[config.mk]
export PLATFORM = sky130hd
export DESIGN_NAME = led_stream_fader
export DESIGN_NICKNAME = d
export VERILOG_FILES = /design/src/rtl/led_stream_fader_pkg.sv /design/src/rtl/led_stream_fader_channel.sv /design/src/rtl/led_stream_fader.sv
export SDC_FILE = /design/constraint.sdc
export NUM_CORES = 1
export LEC_CHECK = 0
export ABC_CLOCK_PERIOD_IN_PS = 1900
export CAP_MARGIN = 20
export CORE_MARGIN = 10
export CORE_UTILIZATION = 43
export DETAILED_ROUTE_END_ITERATION = 10
export PLACE_DENSITY = 0.84
export RECOVER_POWER = 100
export SKIP_CTS_REPAIR_TIMING = 1
export SKIP_LAST_GASP = 1
export SYNTH_ARGS = -nofsm -noshare
export SYNTH_HDL_FRONTEND = slang
export SYNTH_SLANG_ARGS = --single-unit
[constraint.sdc]
create_clock -name clk -period 1.9 [get_ports clk]
set_input_delay 0.38 -clock clk [delete_from_list [all_inputs] [get_ports clk]]
set_output_delay 0.38 -clock clk [all_outputs]
set_load 0.1 [all_outputs]
[src/rtl/led_stream_fader_pkg.sv]
// Shared definitions for the LED stream fader: stream/brightness widths,
// the stb/ack handshake states and the saturating brightness decrement.
package led_stream_fader_pkg;

    localparam int STREAM_W = 32;
    localparam int BRIGHT_W = 8;
    localparam logic [BRIGHT_W-1:0] BRIGHT_MAX = 8'hFF;

    // Handshake state doubles as the registered ack output.
    typedef enum logic {
        HS_IDLE = 1'b0,
        HS_ACK  = 1'b1
    } hs_state_e;

    // Brightness decrement that stops at zero instead of wrapping.
    function automatic logic [BRIGHT_W-1:0] sat_sub(
        input logic [BRIGHT_W-1:0] val,
        input logic [BRIGHT_W-1:0] step
    );
        logic [BRIGHT_W-1:0] res;
        if (val > step) begin
            res = val - step;
        end else begin
            res = 8'd0;
        end
        return res;
    endfunction

endpackage

[src/rtl/led_stream_fader_channel.sv]
// One LED's afterglow channel: 8-bit brightness register, saturating decay
// on each decay tick and a registered PWM compare against the shared counter.
module led_fade_channel
    import led_stream_fader_pkg::*;
#(
    parameter int DECAY_STEP = 8
) (
    input  logic                clk,
    input  logic                rst,
    input  logic                set_i,
    input  logic                decay_tick_i,
    input  logic [BRIGHT_W-1:0] pwm_cnt_i,
    output logic                led_o
);

    localparam logic [BRIGHT_W-1:0] STEP = BRIGHT_W'(DECAY_STEP);

    logic [BRIGHT_W-1:0] bright_q;
    logic [BRIGHT_W-1:0] bright_d;
    logic                led_q;
    logic                led_d;

    // Next brightness: a lit bit pins full scale, otherwise decay on tick or hold.
    always_comb begin
        bright_d = bright_q;
        if (set_i) begin
            bright_d = BRIGHT_MAX;
        end else if (decay_tick_i) begin
            bright_d = sat_sub(bright_q, STEP);
        end else begin
            bright_d = bright_q;
        end
    end

    // PWM compare; full scale is forced on so 255 is a solid 100% duty.
    always_comb begin
        led_d = (bright_q == BRIGHT_MAX) || (bright_q > pwm_cnt_i);
    end

    // Brightness and LED output registers.
    always_ff @(posedge clk) begin
        if (rst) begin
            bright_q <= 8'd0;
            led_q    <= 1'b0;
        end else begin
            bright_q <= bright_d;
            led_q    <= led_d;
        end
    end

    assign led_o = led_q;

endmodule

[src/rtl/led_stream_fader.sv]
// Stream sink for the 32-bit LED pattern stream; drives the board LEDs.
// Optional feature macro: LED_FADE_EN -- when defined each LED gets a
// decaying PWM afterglow; when undefined the pattern is driven straight out.
module led_stream_fader
    import led_stream_fader_pkg::*;
#(
    parameter int NUM_LEDS   = 16,
    parameter int DECAY_DIV  = 100000,
    parameter int DECAY_STEP = 8
) (
    input  logic                clk,
    input  logic                rst,
    input  logic [STREAM_W-1:0] input_leds,
    input  logic                input_leds_stb,
    output logic                input_leds_ack,
    output logic [NUM_LEDS-1:0] leds
);

    if (DECAY_DIV < 2 || DECAY_STEP < 1 || DECAY_STEP > 255 ||
        NUM_LEDS < 1 || NUM_LEDS > STREAM_W) begin : g_bad_params
        $error("led_stream_fader: illegal parameter combination");
    end

    // Stream bits above NUM_LEDS carry no LEDs and are dropped.
    if (NUM_LEDS < STREAM_W) begin : g_unused_hi
        logic unused_hi_s;
        assign unused_hi_s = ^input_leds[STREAM_W-1:NUM_LEDS];
    end

    hs_state_e           hs_q;
    logic [NUM_LEDS-1:0] pattern_q;

    // Handshake: accept on stb while idle, ack for exactly one cycle, then idle.
    always_ff @(posedge clk) begin
        if (rst) begin
            hs_q      <= HS_IDLE;
            pattern_q <= '0;
        end else begin
            case (hs_q)
                HS_IDLE: begin
                    if (input_leds_stb) begin
                        hs_q      <= HS_ACK;
                        pattern_q <= input_leds[NUM_LEDS-1:0];
                    end else begin
                        hs_q <= HS_IDLE;
                    end
                end
                HS_ACK: begin
                    hs_q <= HS_IDLE;
                end
                default: begin
                    hs_q <= HS_IDLE;
                end
            endcase
        end
    end

    assign input_leds_ack = (hs_q == HS_ACK);

`ifdef LED_FADE_EN
    localparam int PRE_W = $clog2(DECAY_DIV);
    localparam logic [PRE_W-1:0] PRE_LAST = PRE_W'(DECAY_DIV - 1);

    logic [PRE_W-1:0]    pre_q;
    logic [PRE_W-1:0]    pre_d;
    logic [BRIGHT_W-1:0] pwm_q;
    logic [BRIGHT_W-1:0] pwm_d;
    logic                decay_tick_s;
    logic [NUM_LEDS-1:0] led_s;

    // Decay prescaler wraps at DECAY_DIV-1; the PWM counter free-runs.
    always_comb begin
        decay_tick_s = (pre_q == PRE_LAST);
        if (decay_tick_s) begin
            pre_d = '0;
        end else begin
            pre_d = pre_q + PRE_W'(1);
        end
        pwm_d = pwm_q + 8'd1;
    end

    // Prescaler and PWM counter registers.
    always_ff @(posedge clk) begin
        if (rst) begin
            pre_q <= '0;
            pwm_q <= 8'd0;
        end else begin
            pre_q <= pre_d;
            pwm_q <= pwm_d;
        end
    end

    for (genvar n = 0; n < NUM_LEDS; n++) begin : g_chan
        led_fade_channel #(
            .DECAY_STEP (DECAY_STEP)
        ) u_chan (
            .clk          (clk),
            .rst          (rst),
            .set_i        (pattern_q[n]),
            .decay_tick_i (decay_tick_s),
            .pwm_cnt_i    (pwm_q),
            .led_o        (led_s[n])
        );
    end

    assign leds = led_s;
`else
    logic [NUM_LEDS-1:0] leds_q;

    // Without fading the latched pattern is registered straight to the pins.
    always_ff @(posedge clk) begin
        if (rst) begin
            leds_q <= '0;
        end else begin
            leds_q <= pattern_q;
        end
    end

    assign leds = leds_q;
`endif

endmodule

==> flow_summary.toml <==
[grt]
first_global_vias = 758
grt_max_degree = 34
grt_overflow = 0
grt_pass1_wl_mm = 3.38
grt_usage_pct = 8.57
antenna_found_initial = 0

[cells_and_area]
diodes = 0
nNetsFinal = 163
n_fill_cell = 227
finalInstanceArea_sq_um = 1440
post-route-util_pct = 57.7
drive_above_1_share_pct = 27.3
syn_to_final_growth_pct = 25.9

[setup_path]
crit_buf_inv = 2
worstPathRequired_ns = 2.10
reg2regPathDepth = 3
cp_num_cells = 4
crit_path_end_kind = "register"
crit_family = "buffers and inverters"
setup.worst_path.start_class = "input pin"
cp_slowest_cell = "clkbuf_2"
crit_fanout = 33
worst_ep_arrival_time_ns = 1.78
path_cells = "clkdlybuf4s50_1 -> clkbuf_2 -> nor2b_1 -> mux2_1"
ff2ff_setup_slack_ns = 0.83
slowest_delay_ns = 0.49
critPathKind = "input pin to register"

[sta]
min_period_ns = 1.58
setup_viol = 0
fin_skew_ns = 0.00422
relSlewSlack_pct = 59.0
grt_setup_unrepaired = "false"
slew_viol_final = 0
max_freq_mhz = 634
fin_crit_sh_pct = 83.1
tns_ns = 0
tightest_slew_ns = 0.614
finalHoldViolCount = 0
setup_slack_ns = 0.322

[worst_hold_path]
hp-class = "register to register"
hold_path_depth = 1

[cts]
cts_buffers = 5
cts_max_path_buffers = 2
htree_num_levels = 2
root_buffer = "clkbuf_4"
clk_pin_slew_ns = 0.09
cts.sinks = 33
cts_tree = "done"
clock_latency_ns = 0.31

[power_and_ir_drop]
internal_power_w = 0.000986
p_seq_share_pct = 54.7
switching_share_pct = 26.7
finalPower_w = 0.00135
comb_power_share_pct = 17.5
power_frac_clock_pct = 27.7
peakVddDrop_mv = 0.675
power.density_nw_per_um2 = 933
static-leakage-power_nw = 0.635
power_switching_w = 0.000359

[yosys]
syn_inst = 88
yosys.area_share.xor_xnor_pct = 0
synth_area_leader_cell = "dfxtp_1"
synth_top_cell_area_share_pct = 57.6
ys_types = 9
synthArstFlopShare_pct = 0
yosysWarningCount = 0
yosysSeqAreaShare_pct = 57.6
synth_top_family_by_area = "simple AND/OR/NAND/NOR gates"
avgSynthCellArea_sq_um = 13.0
synth.net_count = 123
yosys.area_share.simple_pct = 19.2
ys_top_cells_by_count = "33 x dfxtp_1, 33 x nor2b_1, 9 x mux2_4"
syn-cell-area_sq_um = 1150
synthMuxAreaShare_pct = 18.7
synth-main-ff-cell = "dfxtp_1"
synth.area.top_cells = "dfxtp_1 58%, nor2b_1 18%, mux2_4 12%, mux2_2 6.9%, buf_12 1.7%"
synth_edf_count = 0
synthAdderAreaFrac_pct = 0
ys_seq_elements = 33
synth_compound_area_share_pct = 0

[place]
gp_congestion = 0.635
dp_slack_ns = 0.275
port-buffer-count = 35
post-dp-hpwl_mm = 1.57
placed_area_sq_um = 1490

[route]
num_vias = 711
route.detailed.drc = 0
avgViaCountPerCell = 4.50
dr.pass1.iters = 2
initialDrtViolationCount = 5
ant_nets = 0
routedWlPerCell_um = 13.1
wl_mm = 2.07

[floorplan]
ioPinCount = 52
coreArea_sq_um = 2500
num_rows = 18
start_util_pct = 45.8
dieHeight_um = 71.6
die_w_um = 71.6
dieArea_sq_um = 5130

[outcome]
status = "complete, no violations"

[flow_run]
cap_violations = 0
logic make-up after synthesis:
family        Yosys count
mux                    16
flops                  33
simple gates           34
buf+inv                 5
final cells by class:
type / count / area [sq um] / share of cell area [%]
clock buffers: 7 / 55.1 / 3.82
repair buffers: 38 / 285 / 19.8
well taps: 30 / 37.5 / 2.60
flip-flops and latches: 33 / 661 / 45.8
multi-input cells: 50 / 404 / 28.0
per-stage QoR:
step | cells | hold slack (ns)
after floorplan | 88 | 0.441
after global placement | 151 | 0.449
after detailed placement | 151 | 0.457
after CTS | 158 | 0.463
after global routing | 158 | 0.475
final | 158 | 0.463
cell usage in the layout, fill, tap and decap left out:
cell type / synthesis / layout
dfxtp_1: 33 / 33
clkbuf_4: 0 / 5
clkbuf_1: 0 / 1
clkbuf_8: 0 / 1
mux2_4: 9 / 1
nor2b_1: 33 / 33
clkdlybuf4s50_1: 0 / 18
nor2b_4: 1 / 1
clkbuf_2: 0 / 18
buf_4: 2 / 2
mux2_2: 7 / 7
mux2_1: 0 / 8
path summary, 6_finish.rpt:
path                  startpoint           end
setup / recovery             rst  pattern_q[4]
hold / removal     pattern_q[13]      leds[13]
setup reg to reg  input_leds_ack  pattern_q[4]
hold reg to reg    pattern_q[13]      leds[13]
registers in the layout, indices dropped and copies added (netlist names):
signal          flops
leds               16
pattern_q          16
input_leds_ack      1
power groups by stage:
stage	clock network (W)	registers (W)	logic [W]
3_5_place_dp	0	0.000754	0.000267
2_1_floorplan	0	0.000860	0.0000867
5_1_grt	0.000420	0.000740	0.000249
4_1_cts	0.000395	0.000738	0.000268
6_report	0.000373	0.000737	0.000236
3_3_place_gp	0	0.000753	0.000263
per-layer routing:
layer / global-route usage (%) / share of wire (%)
met1: 8.01 / 38
met2: 13.4 / 50
met3: 5.65 / 9.6
met4: 5.81 / 2.0
met5: 0 / 0
(Power assumes the default switching activity.)
